`config.mk`:
```
export PLATFORM = sky130hd
export DESIGN_NAME = pwm_channel_bank
export DESIGN_NICKNAME = d
export VERILOG_FILES = /design/src/rtl/pwm_pkg.sv /design/src/rtl/pwm_channel.sv /design/src/rtl/pwm_channel_bank.sv
export SDC_FILE = /design/constraint.sdc
export NUM_CORES = 1
export LEC_CHECK = 0
export CAP_MARGIN = 10
export CORE_ASPECT_RATIO = 0.6
export CORE_UTILIZATION = 60
export DETAILED_ROUTE_END_ITERATION = 8
export DONT_BUFFER_PORTS = 1
export PLACE_DENSITY_LB_ADDON = 0.12
export SYNTH_ARGS = -nofsm -noshare
export SYNTH_HDL_FRONTEND = slang
export SYNTH_SLANG_ARGS = --single-unit
```
`constraint.sdc`:
```
create_clock -name clk -period 4.8 [get_ports clk]
set_input_delay 0.72 -clock clk [delete_from_list [all_inputs] [get_ports clk]]
set_output_delay 0.72 -clock clk [all_outputs]
set_load 0.05 [all_outputs]
```
`src/rtl/pwm_pkg.sv`:
```
// Shared register-map offsets, CONTROL bit positions and CONTROL layout for the PWM bank.
// The optional interrupt bits (CONTROL[4:3]) are only live when PWM_IRQ_EN is defined.
package pwm_pkg;

    localparam int PERIOD_OFF  = 0;
    localparam int DUTY_OFF    = 1;
    localparam int CONTROL_OFF = 2;
    localparam int COUNT_OFF   = 3;
    localparam int REGS_PER_CH = 4;

    localparam int CTRL_ENABLE   = 0;
    localparam int CTRL_POLARITY = 1;
    localparam int CTRL_FORCE    = 2;
    localparam int CTRL_IRQ_EN   = 3;
    localparam int CTRL_IRQ_PEND = 4;

    typedef struct packed {
        logic [26:0] reserved;
        logic        irq_pending;
        logic        irq_enable;
        logic        force_update;
        logic        polarity;
        logic        enable;
    } ctrl_t;

endpackage

```
`src/rtl/pwm_channel.sv`:
```
// One PWM channel: programmed PERIOD/DUTY/CONTROL, active shadows, counter and comparator.
// With PWM_IRQ_EN defined it also keeps irq_enable/irq_pending and exposes irq_req.
module pwm_channel
    import pwm_pkg::*;
#(
    parameter int CNT_WIDTH = 32
) (
    input  logic                         clk,
    input  logic                         n_rst,
    input  logic [REGS_PER_CH-1:0]       w_enable,
    input  logic [31:0]                  w_data,
    output logic [REGS_PER_CH-1:0][31:0] read_data,
    output logic                         pwm_out
`ifdef PWM_IRQ_EN
    ,
    output logic                         irq_req
`endif
);

    logic [CNT_WIDTH-1:0] period, duty, shadow_period, shadow_duty, count;
    logic [CNT_WIDTH-1:0] wr_val, period_next, duty_next;
    logic                 enable, polarity;
    logic                 wr_period, wr_duty, wr_ctrl;
    logic                 start, force_load, running, wrap, load, active;
    logic                 unused_count_wr;
    ctrl_t                ctrl_rd;

    assign wr_val          = w_data[CNT_WIDTH-1:0];
    assign wr_period       = w_enable[PERIOD_OFF];
    assign wr_duty         = w_enable[DUTY_OFF];
    assign wr_ctrl         = w_enable[CONTROL_OFF];
    assign unused_count_wr = w_enable[COUNT_OFF];

    // A restart (enable rising or force_update) reloads the shadows and restarts the count at 0.
    assign start       = wr_ctrl && w_data[CTRL_ENABLE] && !enable;
    assign force_load  = wr_ctrl && w_data[CTRL_FORCE];
    assign running     = enable && (shadow_period != '0);
    assign wrap        = running && (count == shadow_period - CNT_WIDTH'(1));
    assign load        = wrap || start || force_load;
    assign period_next = wr_period ? wr_val : period;
    assign duty_next   = wr_duty ? wr_val : duty;
    assign active      = running && (count < shadow_duty);

    always_ff @(posedge clk or negedge n_rst) begin
        if (!n_rst) begin
            period        <= '0;
            duty          <= '0;
            enable        <= 1'b0;
            polarity      <= 1'b0;
            shadow_period <= '0;
            shadow_duty   <= '0;
            count         <= '0;
            pwm_out       <= 1'b0;
        end else begin
            period <= period_next;
            duty   <= duty_next;
            if (wr_ctrl) begin
                enable   <= w_data[CTRL_ENABLE];
                polarity <= w_data[CTRL_POLARITY];
            end
            if (load) begin
                shadow_period <= period_next;
                shadow_duty   <= duty_next;
            end
            if (!running || start || force_load || wrap) begin
                count <= '0;
            end else begin
                count <= count + CNT_WIDTH'(1);
            end
            pwm_out <= active ^ polarity;
        end
    end

`ifdef PWM_IRQ_EN
    logic irq_enable, irq_pending;

    // A wrap in the same cycle as a clear leaves the flag set.
    always_ff @(posedge clk or negedge n_rst) begin
        if (!n_rst) begin
            irq_enable  <= 1'b0;
            irq_pending <= 1'b0;
        end else begin
            if (wr_ctrl) begin
                irq_enable <= w_data[CTRL_IRQ_EN];
            end
            if (wrap) begin
                irq_pending <= 1'b1;
            end else if (wr_ctrl && w_data[CTRL_IRQ_PEND]) begin
                irq_pending <= 1'b0;
            end
        end
    end

    assign irq_req = irq_pending && irq_enable;
`endif

    always_comb begin
        ctrl_rd          = '0;
        ctrl_rd.enable   = enable;
        ctrl_rd.polarity = polarity;
`ifdef PWM_IRQ_EN
        ctrl_rd.irq_enable  = irq_enable;
        ctrl_rd.irq_pending = irq_pending;
`endif
        read_data                              = '0;
        read_data[PERIOD_OFF][CNT_WIDTH-1:0]   = period;
        read_data[DUTY_OFF][CNT_WIDTH-1:0]     = duty;
        read_data[CONTROL_OFF]                 = ctrl_rd;
        read_data[COUNT_OFF][CNT_WIDTH-1:0]    = count;
    end

endmodule

```
`src/rtl/pwm_channel_bank.sv`:
```
// Bank of NUM_CHANNELS PWM channels behind the APB slave's one-hot register strobes.
// Defining PWM_IRQ_EN adds the registered, OR-combined irq output.
module pwm_channel_bank
    import pwm_pkg::*;
#(
    parameter  int NUM_CHANNELS = 4,
    parameter  int CNT_WIDTH    = 32,
    localparam int NUM_REGS     = REGS_PER_CH * NUM_CHANNELS
) (
    input  logic                      clk,
    input  logic                      n_rst,
    input  logic [NUM_REGS-1:0]       w_enable,
    input  logic [NUM_REGS-1:0]       r_enable,
    input  logic [31:0]               w_data,
    output logic [NUM_REGS-1:0][31:0] read_data,
    output logic [NUM_CHANNELS-1:0]   pwm_out
`ifdef PWM_IRQ_EN
    ,
    output logic                      irq
`endif
);

    // Reads have no side effects; r_enable is reserved for future read-clear flags.
    logic unused_r_enable;
    assign unused_r_enable = ^r_enable;

`ifdef PWM_IRQ_EN
    logic [NUM_CHANNELS-1:0] irq_req;

    always_ff @(posedge clk or negedge n_rst) begin
        if (!n_rst) begin
            irq <= 1'b0;
        end else begin
            irq <= |irq_req;
        end
    end
`endif

    for (genvar c = 0; c < NUM_CHANNELS; c++) begin : g_ch
        pwm_channel #(
            .CNT_WIDTH(CNT_WIDTH)
        ) u_channel (
            .clk      (clk),
            .n_rst    (n_rst),
            .w_enable (w_enable[c*REGS_PER_CH +: REGS_PER_CH]),
            .w_data   (w_data),
            .read_data(read_data[c*REGS_PER_CH +: REGS_PER_CH]),
            .pwm_out  (pwm_out[c])
`ifdef PWM_IRQ_EN
            ,
            .irq_req  (irq_req[c])
`endif
        );
    end

endmodule
```
==> results.md, run 1 <==
* Post-synth EDFFs at 0
* Worst setup EP type: flip-flop
* GR Overflow Total at 0
* Area after DPL at roughly 35000 um2
* Slew Limit Fails at approximately 470
* FF-to-FF path depth at 12
* Primary FF master, synth: dfrtp_1
* TNS Setup at 0 ns
* DR vias at approximately 24000
* PortBufs at 0
* CTS max path bufs at 3
* Yosys reg bits at around 650
* Crit path kind: flip-flop to flip-flop
* Design area at between 30000 and 40000 um2
* Filler Cells Inserted at between 4000 and 5000
* Peak supply drop at about 0.36 mV
* Root buf cell: clkbuf_16
* Num CTS Buffers at a little under 60
* Vias in the first global route at around 24000
* Crit Path Max Fanout at 36
* Final setup fails at 0
* Routed wire length at between 100 and 150 mm
* Commonest non-fill, non-tap cell in the layout: dfrtp_1
* Layout cells sized above 1 at a little under a quarter
* Routed len/inst at around 27 um
* Max-cap check violation count at 0
* Row cnt at 67
* Final ANT Viol Nets at 0
* Final hold vios at 145
* Total GRT Usage at 35.5%
* Die width at 311 um
* Routability cong. at ~0.94
* Hold_ws at -0.231 ns
* Worst-margin pin slew at between 3 and 4 ns
* Worst path top cell family by delay: compound AO/OA/AOI/OAI gates
* Nets@finish at around 3300
* Pwr/cell area at between 400 and 500 nW/um2
* First-pass GRT wire length at 156 mm
* Synth area leaders: dfrtp_1 47%, mux2_2 17%, ha_1 4.9%
* Path length in cells of the critical path at 12
* Worst hold path type: input pin to async pin
* TritonRoute pass-1 iters at 5
* Residual DRC at 0
* Yosys top cell by area: dfrtp_1
* Synthesis Warnings at 0
* Clock sinks at between 600 and 700
* Post-synth design cell area at about 34000 um2
* Core Region at about 56000 um2
* CP Buf/Inv Count at 3
* Die Ht at about 190 um
* Unique masters post-synth at 75
* Startpoint class of the critical path: flip-flop
* Area Overhead vs Synth at 7.58%
* Max transition margin at -166%
* Period utilisation layout at 88.9%
* Initial antenna violation count at 12
* Failing checks: negative hold slack, max-slew violations
* H-tree depth at 2
* Worst reg2reg setup slack at between 0.5 and 0.6 ns
* Commonest cells after routing, fill and taps aside: 652 x dfrtp_1, 510 x mux2_2, 203 x nor2_1, 147 x inv_1, 140 x xnor2_1
* Syn Area/Cell at roughly 11 um2
* Share of the synthesized area in the top cell type at between 40% and 50%
* Vias per inst at about 6.3
* Most frequent CP cell: o21a_1
* Clk Latency, worst-skew pair at approximately 0.65 ns
* Leak at between 15 and 20 nW
* Asr flop ratio synth at 100%
* Req. time, crit path at around 5.3 ns
* Critical path, cell by cell: inv_1 > ha_1 > or4b_2 > o21a_1 > o21a_1 > o21a_1 > o2111ai_1 > a2111oi_0 > buf_4 > a21oi_4 > buf_12 > mux2_2
* Crit path largest cell delay at 0.84 ns
* Critical Path AT at approximately 4.8 ns
* I/O pin count at 582
* Critical path's slowest cell: a21oi_4
* Clock Skew at 0.0174 ns
* Sequential element share of the synthesized area at about 47%
* Starting DRT DRC Count at approximately 2400
* Starting Density at around three fifths
* RSZ-0062 raised after global routing: no
* Largest net degree at the start of global routing at about 650
* Fin crit period at around 4.3 ns
* Cells after Synth at 3059
* Max Freq at approximately 0.23 GHz
* Detailed placement HPWL at approximately 74 mm
* Status: finished, violations left
* Reg clk slew, reported paths at roughly 0.080 ns
* CTS tree: built
* Die area at 58400 um2
[final cells by class]
class,count,area (um2),area share (%)
clock buffer,86,1800,4.86
tap,759,950,2.56
clock inverter,23,302,0.814
timing repair buffer,69,531,1.43
sequential,652,16300,44.0
inverter,147,552,1.49
multi-input combinational,2127,16600,44.8
antenna,2,5.00,0.0135
[cells in the mapped netlist (all sizes together) (9+ instances only)]
library cell	count
a2111oi	9
a211oi	9
a21o	39
a21oi	48
a31oi	9
and3	30
and4	17
buf	171
clkbuf	81
dfrtp	652
ha	136
inv	147
mux2	521
mux2i	11
nand2	115
nand2b	16
nand3	82
nand4	62
nor2	203
nor2b	18
nor3	103
nor3b	10
nor4	58
nor4b	11
o211ai	14
o21a	9
o21ai	46
o31ai	14
or3	14
or4	23
xnor2	140
xor2	127
[per-layer routing]
layer	up-vias	part of all wire (%)	GRT usage [%]	wire length, um
li1	10600	-	-	-
met1	12400	43	51.6	44500
met2	1117	41	49.6	42900
met3	183	12	12.5	12700
met4	2	3.3	10.8	3390
met5	-	0.013	0	13
[registers in the layout, summed over array words and instances (netlist names)]
name,cells
g_ch.u_channel.period,128
g_ch.u_channel.shadow_duty,128
g_ch.u_channel.enable,4
g_ch.u_channel.duty,128
g_ch.u_channel.count,128
g_ch.u_channel.pwm_out,4
g_ch.u_channel.shadow_period,128
g_ch.u_channel.polarity,4
[logic make-up (layout without fill, tap and decap cells)]
logic type	count (synthesis)	after routing	synth area share, %
other	1	122	0.0109
xor gates and xnor gates	268	268	6.85
and+or+nand+nor	806	806	12.3
adders and majority gates	136	136	4.94
AOI/OAI and AO/OA	265	265	5.39
DFF	652	652	47.4
muxes	532	532	17.4
buffers and inverters	399	325	5.83
[path summary, 6_finish.rpt]
kind | start | endpoint
max in group asynchronous | n_rst | g_ch[3].u_channel.shadow_period[18]
worst max register to register | g_ch[1].u_channel.shadow_period[1] | g_ch[1].u_channel.shadow_duty[10]
worst min register to register | g_ch[0].u_channel.shadow_duty[20] | g_ch[0].u_channel.shadow_duty[20]
worst min-delay path | n_rst | g_ch[1].u_channel.count[21]
min in group clk | w_data[0] | g_ch[2].u_channel.enable
worst max-delay path | g_ch[1].u_channel.shadow_period[1] | g_ch[1].u_channel.shadow_duty[10]
[what timing repair did]
action,CTS,global route
buffers inserted,0,0
gates resized for setup,0,0
hold endpoints to repair,652,364
[power breakdown]
group | switching [mW] | total (mW) | internal (mW) | leakage [nW]
Combinational | 1.22 | 2.34 | 1.12 | 7.32
Clock | 2.16 | 5.13 | 2.97 | 1.05
Sequential | 1.68 | 7.83 | 6.15 | 7.92
[through the flow]
step | power, mW | util (%) | worst slack (ns) | hold slack, ns | cells
floorplan | 9.63 | - | 1.05 | 0.424 | 3178
global placement | 10.1 | 62.1 | 0.646 | 0.444 | 3754
detailed placement | 10.2 | 62.1 | 0.584 | 0.444 | 3754
CTS | 15.3 | 65.9 | 0.552 | -0.251 | 3863
global route | 15.9 | 65.9 | 0.327 | -0.259 | 3863
finish | 15.3 | 65.9 | 0.535 | -0.231 | 3865
Power figures use the tool's default switching activity.
==> inputs of run 2 (changes only) <==
--- a/config.mk
+++ b/config.mk
@@ -8,6 +8,7 @@
 export CAP_MARGIN = 10
 export CORE_ASPECT_RATIO = 0.6
 export CORE_UTILIZATION = 60
+export CTS_CLUSTER_SIZE = 10
 export DETAILED_ROUTE_END_ITERATION = 8
 export DONT_BUFFER_PORTS = 1
 export PLACE_DENSITY_LB_ADDON = 0.12
==> run 2 against run 1 <==
The flow still finishes with violations (negative hold slack, max-slew violations). Core utilization shrank 0.18 points. Register-to-register slack improved by 0.04 ns. Clock power down 2%. Largest cell class unchanged.
==> results.md, run 2 (synthesized netlist as in run 1, its figures left out) <==
* Pwr/cell area at 411 nW/um2 (was 413 nW/um2)
* I/O pin count at 582 (unchanged)
* Max transition margin at -156% (was -166%)
* DR vias at 24500 (was 24300)
* Crit Path Max Fanout at 37 (was 36)
* TritonRoute pass-1 iters at 5 (unchanged)
* Routed wire length at 104 mm (was 103 mm)
* Vias per inst at 6.36 (was 6.28)
* Row cnt at 67 (unchanged)
* Worst setup EP type: flip-flop (unchanged)
* CTS max path bufs at 3 (unchanged)
* Die area at 58400 um2 (unchanged)
* Clock sinks at 652 (unchanged)
* Root buf cell: clkbuf_16 (unchanged)
* Final worst setup slack at 0.572 ns (was 0.535 ns)
* Core Util, Final at 65.7% (was 65.9%)
* TNS Setup at 0 ns (unchanged)
* Initial antenna violation count at 12 (unchanged)
* Fin cells at 3843 (was 3865)
* Final setup fails at 0 (unchanged)
* Req. time, crit path at 5.30 ns (was 5.32 ns)
* Total GRT Usage at 35.6% (was 35.5%)
* Startpoint class of the critical path: flip-flop (unchanged)
* Max Freq at 0.237 GHz (was 0.234 GHz)
* Fin crit period at 4.23 ns (was 4.26 ns)
* Num CTS Buffers at 75 (was 58)
* Final ANT Viol Nets at 0 (unchanged)
* Reg clk slew, reported paths at 0.06 ns (was 0.08 ns)
* Slew Limit Fails at 565 (was 472)
* H-tree depth at 3 (was 2)
* Detailed placement HPWL at 73.8 mm (unchanged)
* Cell count after placement at 3754 (unchanged)
* RSZ-0062 raised after global routing: no (unchanged)
* Critical Path AT at 4.73 ns (was 4.78 ns)
* Crit path kind: flip-flop to flip-flop (unchanged)
* Area after DPL at 35000 um2 (unchanged)
* Crit path from: g_ch[3].u_channel.shadow_period[3] (was g_ch[1].u_channel.shadow_period[1])
* Residual DRC at 0 (unchanged)
* Starting DRT DRC Count at 2342 (was 2388)
* Largest net degree at the start of global routing at 653 (unchanged)
* Die width at 311 um (unchanged)
* Routed len/inst at 27.0 um (was 26.8 um)
* Leak at 16.2 nW (was 16.3 nW)
* Core Region at 56300 um2 (unchanged)
* Starting Density at 61.2% (unchanged)
* Setup WS pre-CTS at 0.584 ns (unchanged)
* Layout cells sized above 1 at 22.5% (was 22.8%)
* Nets@finish at 3274 (was 3257)
* RR Startpoint: g_ch[3].u_channel.shadow_period[3] (was g_ch[1].u_channel.shadow_period[1])
* Worst-margin pin slew at 3.84 ns (was 3.98 ns)
* Failing checks: negative hold slack, max-slew violations (unchanged)
* Area Overhead vs Synth at 7.29% (was 7.58%)
* Commonest cells after routing, fill and taps aside: 652 x dfrtp_1, 510 x mux2_2, 203 x nor2_1, 147 x inv_1, 140 x xnor2_1 (unchanged)
* Status: finished, violations left (unchanged)
* Design area at 37000 um2 (was 37100 um2)
* Hold_ws at -0.194 ns (was -0.231 ns)
* Clock Skew at 0.0179 ns (was 0.0174 ns)
* Max-cap check violation count at 0 (unchanged)
* GR Overflow Total at 0 (unchanged)
* Commonest non-fill, non-tap cell in the layout: dfrtp_1 (unchanged)
* Vias in the first global route at 23800 (about the same)
* Clk Latency, worst-skew pair at 0.62 ns (was 0.65 ns)
* Worst hold path type: input pin to async pin (unchanged)
* Die Ht at 188 um (unchanged)
* PortBufs at 0 (unchanged)
* Routability cong. at 0.942 (unchanged)
* First-pass GRT wire length at 156 mm (about the same)
* Final hold vios at 35 (was 145)
* Peak supply drop at 0.322 mV (was 0.362 mV)
* CTS tree: built (unchanged)
* Pwr Total at 15.2 mW (was 15.3 mW)
* Period utilisation layout at 88.1% (was 88.9%)
## run 2: cell types whose count changed in the layout (fill, tap and decap cells not counted), sizes merged
| cell | delta |
|---|---|
| clkinv | -13 |
| bufinv | -7 |
| clkbuf | -7 |
| inv | +4 |
| diode | +1 |
## run 2: area by class of cell
type / count / area [um2]
timing repair buffer: 69 / 531
multi-input combinational: 2127 / 16600
inverter: 147 / 552
tap: 759 / 950
antenna: 3 / 7.51
sequential: 652 / 16300
clock buffer: 79 / 1930
fill: 4280 / 19300
clock inverter: 7 / 65.1
## run 2: path summary, 6_finish.rpt
kind	endpoint	slack (ns)	cells after the start
worst max-delay path	g_ch[3].u_channel.shadow_duty[19]	0.57	9
worst min-delay path	g_ch[1].u_channel.count[25]	-0.19	0
worst max register to register	g_ch[3].u_channel.shadow_duty[19]	0.57	9
worst min register to register	g_ch[0].u_channel.shadow_duty[20]	0.49	1
max in group asynchronous	g_ch[1].u_channel.shadow_duty[27]	1.99	0
min in group clk	g_ch[2].u_channel.enable	0.25	1
## run 2: worst max-delay path, stage by stage, from the launching register on
cell      delay (ns)
dfrtp_1         0.50
or4_1           0.72
or3_1           0.44
o31a_1          0.28
or4_1           0.53
a311oi_1        0.23
nand4_1         0.22
o31ai_4         0.28
buf_4           0.48
mux2_2          0.40
## run 2: power breakdown
group | total [mW] | switching [mW] | leakage [nW] | internal, mW
sequential | 7.84 | 1.68 | 7.92 | 6.16
combinational | 2.34 | 1.22 | 7.32 | 1.12
clock | 5.01 | 2.18 | 0.986 | 2.84
## run 2: timing repair
action | CTS | global route
setup endpoints to repair | 0 | 0
setup buffers | 0 | 0
gates resized for setup | 0 | 0
hold endpoints to repair | 652 | 361
## run 2: routing by layer
metal	vias up	routed length [um]	global-route usage, %
li1	10600	-	-
met1	12500	44900	51.7
met2	1145	43600	49.7
met3	168	12400	12.9
met4	0	2990	10.8
met5	-	0	0
==> edit: new RTL, flow settings as in run 2 <==
The option `PWM_IRQ_EN` is turned on by a define.
--- a/src/rtl/pwm_channel.sv
+++ b/src/rtl/pwm_channel.sv
@@ -1,5 +1,7 @@
 // One PWM channel: programmed PERIOD/DUTY/CONTROL, active shadows, counter and comparator.
 // With PWM_IRQ_EN defined it also keeps irq_enable/irq_pending and exposes irq_req.
+`define PWM_IRQ_EN
+
 module pwm_channel
     import pwm_pkg::*;
 #(
Check against the original RTL (old outputs only; new: irq): not equivalent (Yosys sat finds a counterexample within 4 cycles, from zero or initial values and one cycle with n_rst low).
==> edit against run 2 <==
  * The run ends with DRC, hold timing, slew limit left
  * Power increased by 1.3%
  * Worst setup slack got worse by 130 ps
  * Cell count about the same
  * Maximum frequency decreased by 3.0%
  * Routed wire length decreased by 2.2%
  * Sequential power increased by 1%
  * Global-route usage decreased by 2.0 points
  * Design area increased by 1.7%
  * Via count decreased by 2.3%
  * Combinational power increased by 6%
  * Synthesized area increased by 2.6%
  * Sequential cell count increased by 9
  * Clock skew about the same
  * Largest cell class unchanged
  * Largest power group unchanged
==> edit: results (changes against run 2) <==
Logic synthesis
  • Post-Synth Adder-Cell Area: 0.0484 (-0.000972)
  • Top post-synthesis cells by count: 661 x dfrtp_1, 374 x mux2_2, 203 x nor2_1
  • Sequential fraction of the synthesis area: 0.468 (-0.00567)

Worst setup path
  • Crit path DAT: 4850 ps (+120 ps)
  • Crit path max fanout: 24 (-35%)
  • R2R Path End: g_ch[2].u_channel.shadow_period[6]
  • Register-to-register setup slack: 440 ps (-130 ps)
  • Worst reg2reg path depth: 12 (+3)
  • Slowest stage cell on the critical path: nor4b_1

Global route
  • Tot GR Track Use: 0.336 (-0.0205)
  • Initial antenna violation count: 9 (-3)
  • Vias in the first global route: 23,300 (-2.1%)
  • Pin count of the biggest net entering global routing: 662 (+1.4%)

Status
  • Failing checks: DRC, hold timing, slew limit
  • Status: finished, violations left

Power and ir drop
  • Cell Int Power: 10,300 µW (+1.8%)
  • Leakage: 0.0169 µW (+4.1%)

STA
  • Fin. max-slew vios: 485 (-14%)
  • Worst slew pin tran: 1830 ps (-2010 ps)
  • Hold WS: -191 ps (+3.46 ps)
  • Final hold violation count: 51 (+46%)

Finish
  • Fin nets: 3,266 (-0.24%)

Drt
  • Via Count: 23,900 (-2.3%)
  • Drt pass-1 iters: 9 (+4)
  • Remaining routing DRC violations: 38 (+38)

Placement
  • Routability-driven placement congestion ratio: 0.928 (-1.5%)
  • HPWL after detailed placement: 72.6 mm (-1.6%)

Clocking
  • CTS buffer count: 76 (+1.3%)
==> edit: changes by cell type after synthesis, moves of 11 or more <==
cell / delta
and3_1: +11
clkbuf_1: -30
mux2_1: +22
mux2_2: -136
mux2_4: +120
nor4_1: -12
or4_1: -16
xor2_1: +13
==> edit: worst reg2reg max path, stage by stage, from the launching register on <==
cell and delay (ps):
dfrtp_1 440, inv_1 110, ha_1 270, nor4b_1 720
nand4_1 500, nor2_1 250, xnor2_1 110, a211o_1 280
nor4_1 220, nand4_1 210, o31ai_4 340, buf_4 390
mux2_2 400
==> edit: cell type report <==
| class | instances | area (µm²) | share of cell area |
|---|---|---|---|
| clock inverter | 3 | 26.3 | 0.000699 |
| inverter | 148 | 556 | 0.0148 |
| antenna | 4 | 10.0 | 0.000266 |
| timing repair buffer | 58 | 498 | 0.0132 |
| sequential | 661 | 16500 | 0.440 |
| multi-input combinational | 2119 | 17100 | 0.454 |
| clock buffer | 78 | 1930 | 0.0513 |
| tap | 770 | 963 | 0.0256 |
==> edit: worst max path at each step <==
stage	from	to	slack, ps
final	g_ch[2].u_channel.shadow_period[0]	g_ch[2].u_channel.shadow_period[6]	440
after detailed placement	g_ch[2].u_channel.shadow_period[1]	g_ch[2].u_channel.shadow_period[6]	560
after global placement	g_ch[3].u_channel.shadow_period[5]	g_ch[3].u_channel.shadow_duty[14]	670
after global routing	g_ch[2].u_channel.shadow_period[0]	g_ch[2].u_channel.shadow_period[6]	0.4
after floorplan	g_ch[3].u_channel.shadow_period[5]	g_ch[3].u_channel.shadow_duty[0]	1140
after CTS	g_ch[2].u_channel.shadow_period[1]	g_ch[2].u_channel.shadow_period[6]	530
==> edit: power groups by stage <==
stage | clock (µW) | combinational, µW | sequential (µW)
5_1_grt | 5280 | 2700 | 8010
3_5_place_dp | 0 | 2440 | 8000
4_1_cts | 5050 | 2460 | 7910
6_report | 4980 | 2480 | 7930
3_3_place_gp | 0 | 2350 | 7970
2_1_floorplan | 0 | 2300 | 7570
==> edit: layer usage <==
layer,up-vias,track usage,share of wire
li1,10500,-,-
met1,12200,0.478,0.44
met2,938,0.474,0.42
met3,210,0.108,0.10
met4,4,0.130,0.037
met5,-,0,0.00029
==> edit: per-stage QoR <==
| step | cell area (µm²) | hold WS [ps] | instances | power, µW | setup WS, ps |
|---|---|---|---|---|---|
| 2_1_floorplan | 35800 | 424 | 3171 | 9870 | 1140 |
| 3_3_place_gp | 35600 | 439 | 3756 | 10300 | 667 |
| 3_5_place_dp | 35600 | 441 | 3756 | 10400 | 555 |
| 4_1_cts | 37600 | -222 | 3837 | 15400 | 530 |
| 5_1_grt | 37600 | -229 | 3840 | 16000 | 0.448 |
| 6_report | 37600 | -191 | 3841 | 15400 | 442 |
